File: src/rtl/klein_pkg.sv
// Shared types, constants and GF(2^8) helper for the KLEIN MixNibbles datapath.
// Column 0 occupies the upper half of the 64-bit state; byte a0 is the MSB of a column.
package klein_pkg;

    localparam logic [7:0] RED_POLY_DEF = 8'h1b;

    localparam int STATE_W       = 64;
    localparam int COL_W         = 32;
    localparam int BYTE_W        = 8;
    localparam int BYTES_PER_COL = 4;
    localparam int COL0_MSB      = 63;
    localparam int COL1_MSB      = 31;

    typedef enum logic [1:0] {
        IDLE = 2'd0,
        COL0 = 2'd1,
        COL1 = 2'd2,
        DONE = 2'd3
    } state_e;

    // Multiply by x in GF(2^8), reducing by the given low polynomial byte.
    function automatic logic [7:0] xtime(input logic [7:0] x, input logic [7:0] poly);
        return {x[6:0], 1'b0} ^ (x[7] ? poly : 8'h00);
    endfunction

endpackage

File: src/rtl/klein_mix_col_comb.sv
// Combinational forward mix of one 32-bit column: r_i = 2a_i ^ 3a_{i+1} ^ a_{i+2} ^ a_{i+3}.
module klein_mix_col_comb
    import klein_pkg::*;
#(
    parameter logic [7:0] RED_POLY = RED_POLY_DEF
) (
    input  logic [COL_W-1:0] col_i,
    output logic [COL_W-1:0] col_o
);

    logic [BYTES_PER_COL-1:0][BYTE_W-1:0] a;
    logic [BYTES_PER_COL-1:0][BYTE_W-1:0] a2;
    logic [BYTES_PER_COL-1:0][BYTE_W-1:0] r;

    // Packed index 3 holds a0 so the column maps straight onto the bus.
    assign a = col_i;

    for (genvar i = 0; i < BYTES_PER_COL; i++) begin : g_byte
        assign a2[i] = xtime(a[i], RED_POLY);
    end

    // Row k (a_k at packed index 3-k) is circulant over the four input bytes.
    for (genvar k = 0; k < BYTES_PER_COL; k++) begin : g_row
        localparam int P0 = 3 - k;
        localparam int P1 = 3 - ((k + 1) % 4);
        localparam int P2 = 3 - ((k + 2) % 4);
        localparam int P3 = 3 - ((k + 3) % 4);
        assign r[P0] = a2[P0] ^ (a2[P1] ^ a[P1]) ^ a[P2] ^ a[P3];
    end

    assign col_o = r;

endmodule

File: src/rtl/klein_mix_cols_seq.sv
// Sequential forward MixNibbles: one shared column multiplier, one column per clock,
// valid/ready on both sides, three cycles per block when streaming.
module klein_mix_cols_seq
    import klein_pkg::*;
#(
    parameter logic [7:0] RED_POLY = RED_POLY_DEF
) (
    input  logic               clk,
    input  logic               rst,
    input  logic               in_valid,
    output logic               in_ready,
    input  logic [STATE_W-1:0] in_data,
    output logic               out_valid,
    input  logic               out_ready,
    output logic [STATE_W-1:0] out_data,
    output logic               busy
);

    state_e             state_q, state_d;
    logic [STATE_W-1:0] cap_q, cap_d;
    logic [STATE_W-1:0] out_q, out_d;
    logic [COL_W-1:0]   col_in, col_out;

    klein_mix_col_comb #(.RED_POLY(RED_POLY)) u_mix (
        .col_i (col_in),
        .col_o (col_out)
    );

    always_comb begin
        state_d   = state_q;
        cap_d     = cap_q;
        out_d     = out_q;
        in_ready  = 1'b0;
        out_valid = 1'b0;
        busy      = 1'b0;
        col_in    = cap_q[COL0_MSB -: COL_W];
        case (state_q)
            IDLE: begin
                in_ready = 1'b1;
                if (in_valid) begin
                    cap_d   = in_data;
                    state_d = COL0;
                end
            end
            COL0: begin
                busy                     = 1'b1;
                col_in                   = cap_q[COL0_MSB -: COL_W];
                out_d[COL0_MSB -: COL_W] = col_out;
                state_d                  = COL1;
            end
            COL1: begin
                busy                     = 1'b1;
                col_in                   = cap_q[COL1_MSB -: COL_W];
                out_d[COL1_MSB -: COL_W] = col_out;
                state_d                  = DONE;
            end
            DONE: begin
                out_valid = 1'b1;
                // Result stays put until downstream takes it; a waiting input is ignored.
                if (out_ready) begin
                    in_ready = 1'b1;
                    if (in_valid) begin
                        cap_d   = in_data;
                        state_d = COL0;
                    end else begin
                        state_d = IDLE;
                    end
                end
            end
            default: state_d = IDLE;
        endcase
    end

    always_ff @(posedge clk or posedge rst) begin
        if (rst) begin
            state_q <= IDLE;
            cap_q   <= '0;
            out_q   <= '0;
        end else begin
            state_q <= state_d;
            cap_q   <= cap_d;
            out_q   <= out_d;
        end
    end

    assign out_data = out_q;

endmodule

File: config.mk
export PLATFORM = sky130hd
export DESIGN_NAME = klein_mix_cols_seq
export DESIGN_NICKNAME = d
export VERILOG_FILES = /design/src/rtl/klein_pkg.sv /design/src/rtl/klein_mix_col_comb.sv /design/src/rtl/klein_mix_cols_seq.sv
export SDC_FILE = /design/constraint.sdc
export NUM_CORES = 1
export LEC_CHECK = 0
export BUFFER_PORTS_ARGS = -buffer_cell sky130_fd_sc_hd__buf_2
export CORE_MARGIN = 2
export CORE_UTILIZATION = 51
export CTS_CLUSTER_DIAMETER = 60
export DETAILED_ROUTE_END_ITERATION = 16
export HOLD_SLACK_MARGIN = 0.05
export PLACE_DENSITY = 0.79
export REMOVE_ABC_BUFFERS = 1
export SLEW_MARGIN = 15
export SYNTH_ARGS = -nofsm -noshare
export SYNTH_HDL_FRONTEND = slang
export SYNTH_SLANG_ARGS = --single-unit
File: constraint.sdc
create_clock -name clk -period 3.9 [get_ports clk]
set_input_delay 0.39 -clock clk [delete_from_list [all_inputs] [get_ports clk]]
set_output_delay 0.39 -clock clk [all_outputs]
set_load 0.02 [all_outputs]
==> impl_results.md <==
- Average wire per standard cell: 17.5 microns
- Ant. Diodes: 0
- Post-synthesis sequential area ratio: 43.2%
- Starting density of the core: 52.0%
- YS warnings: 0
- Rows: 44
- Critical path buffers and inverters: 2
- Number of flops mapped to enable cells by yosys: 0
- Max-slew violations: 0
- Synth Cell Area: 7530 sq um
- Nets@finish: 818
- Synth cell count leaders: dfrtp_1 (130), xnor2_1 (98), mux2_2 (95)
- Max Cap Viol: 0
- Worst-margin pin slew: 0.957 ns
- Port bufs: 134
- Max stage delay cell, worst path: buf_4
- Placer congestion estimate: 0.804
- Initial antenna violation count: 0
- Root buffer cell: clkbuf_16
- Post-CTS Hold Buffers: 0
- Largest net degree at the start of global routing: 87
- Number of DRC markers in iteration 0: approximately 260
- First-pass GRT wire length: roughly 26,000 microns
- Clock sink count: 130
- Yosys cell types: 30
- Clk_skew: 0.00839 ns
- #FFs+latches synth: 130
- Vias in the first global route: approximately 5,100
- Fin crit period: between 2 and 3 ns
- Yosys top cell by area: dfrtp_1
- Vias per std cell: approximately 5.1
- Predominant post-synthesis flop cell: dfrtp_1
- Fillers: 1,163
- Max frequency: 0.383 GHz
- Worst hold path type: in -> async
- Slew HR: roughly 36%
- Max stage delay on crit path: between 0.4 and 0.5 ns
- TritonCTS clock tree: built
- Pre-CTS setup slack: 1.31 ns
- DIE AREA: around 16,000 sq um
- Final setup vio count: 0
- Final ANT Viol Nets: 0
- Max clock buf depth: 2
- Most frequent cell after synthesis: dfrtp_1
- Share of the synthesized area in the top cell type: 43.2%
- Num CTS Buffers: 17
- Core area: 14,500 sq um
- Critical Path RT: about 4.2 ns
- P&R area growth vs syn: 18.5%
- Grt ovf: 0
- Clk_lat worst skew: between 0.4 and 0.5 ns
- Post-route DRC: 0
- Hold Fails Final Rpt: 0
- Dominant cells by area after synthesis: dfrtp_1 (43%), mux2_2 (14%), xnor2_1 (11%), xor2_1 (8.7%), mux2i_1 (5.6%)
- Vias: 4,851
- Postcts setup bufs: 0
- Synth Instances: between 600 and 700
- Post-synthesis area per instance: 12.2 sq um
- Critical path class: reg -> reg
- DRT Pass-1 Iters: 4
- Crit share post-route: 66.9%
- Family with the most delay on the worst path: multiplexers
- I/O Pins: 135
- Asr flop ratio synth: 100%
- Post-detail-place hpwl: 11,700 microns
- Worst-path clk slew: 0.06 ns
- Layout cell share with drive strength beyond 1: between 30% and 40%
- Startpoint Class: flip-flop
- Resize count post-CTS: 0
- Critical-path cell list: inv_1 -> ha_4 -> buf_4 -> mux2i_2 -> xor2_1 -> xor2_1 -> mux2_2
- Total Wirelength: 16,500 microns
- H-tree depth: 4
- Most frequent CP cell: xor2_1
- Worst setup EP type: flip-flop
- Critical Path AT: 2.92 ns
- Crit path max fanout: 32
- Die width: 126 microns
- Height of the chip: about 130 microns
- RSZ-0062 raised after global routing: no
- Status: complete, no violations
- Worst Setup Slack, final: 1.29 ns
- All-layer global routing usage: approximately 21%
==> layout by cell type, fill, tap and decap left out, types with 3 or more instances in the layout <==
| master | Yosys | final |
|---|---|---|
| o21ai_0 | 10 | 10 |
| nor2b_1 | 3 | 3 |
| dfrtp_1 | 130 | 130 |
| buf_2 | 14 | 134 |
| or2b_1 | 4 | 4 |
| bufinv_16 | 0 | 5 |
| xnor2_2 | 4 | 4 |
| a21oi_1 | 36 | 36 |
| nand2_1 | 9 | 8 |
| buf_4 | 4 | 6 |
| nor2_1 | 34 | 34 |
| clkinv_2 | 0 | 4 |
| inv_1 | 12 | 11 |
| mux2_2 | 95 | 95 |
| xor2_1 | 75 | 75 |
| clkbuf_16 | 0 | 17 |
| mux2i_1 | 42 | 42 |
| mux2i_4 | 8 | 8 |
| ha_1 | 5 | 3 |
| xnor3_1 | 3 | 3 |
| xnor2_1 | 98 | 98 |
| mux2i_2 | 5 | 5 |
==> cells by family after synthesis <==
logic type      count (synthesis)  synth area share (%)
fa+ha+maj                       5                 0.830
buf+inv                        48                  3.99
mux                           151                  23.3
compound gates                 54                  3.89
xor+xnor                      180                  21.9
flops                         130                  43.2
simple gates                   52                  2.96
==> state kept, by name, summed over array words and instances (netlist names) <==
signal    cells
out_data     64
cap_q        64
state_q       2
==> final timing paths <==
check | startpoint | end | slack (ns) | cells after the start
min | rst | cap_q[6] | 0.1 | 2
max | state_q[0] | out_data[14] | 1.29 | 7
max in group asynchronous | rst | out_data[21] | 2.95 | 3
min reg2reg | out_data[0] | out_data[0] | 0.51 | 1
max reg2reg | state_q[0] | out_data[14] | 1.29 | 7
min in group clk | in_data[46] | cap_q[46] | 0.20 | 2
==> stage by stage <==
| step | hold slack, ns | utilization [%] | TNS, ns | std cells | area [sq um] |
|---|---|---|---|---|---|
| after floorplan | 0.522 | - | -89.46 | 584 | 7280 |
| after global placement | 0.492 | 57.2 | 0 | 910 | 8280 |
| after detailed placement | 0.500 | 57.2 | 0 | 910 | 8280 |
| after CTS | 0.185 | 61.6 | 0 | 942 | 8920 |
| after global routing | 0.171 | 61.7 | 0 | 942 | 8930 |
| final | 0.0987 | 61.7 | 0 | 942 | 8930 |
==> metal layers <==
metal  vias up  share of wire [%]  GRT usage (%)
li1       2321                  -              -
met1      2395                 45           28.5
met2       123                 48           34.8
met3        12                5.6           6.63
met4         0               0.83           4.97
met5         -                  0              0
==> final cells by class <==
cell class / instances / area, sq um / share of cell area, %
Timing Repair Buffer: 142 / 756 / 8.47
Tap cell: 184 / 230 / 2.58
Clock buffer: 18 / 429 / 4.81
Multi-Input combinational cell: 442 / 4000 / 44.8
Sequential cell: 130 / 3250 / 36.4
Clock inverter: 14 / 211 / 2.37
Inverter: 12 / 50.0 / 0.561
Power is left out: the tool's default activity adds up to more than one toggle a clock period on the data nets, which glitch-free logic cannot reach.
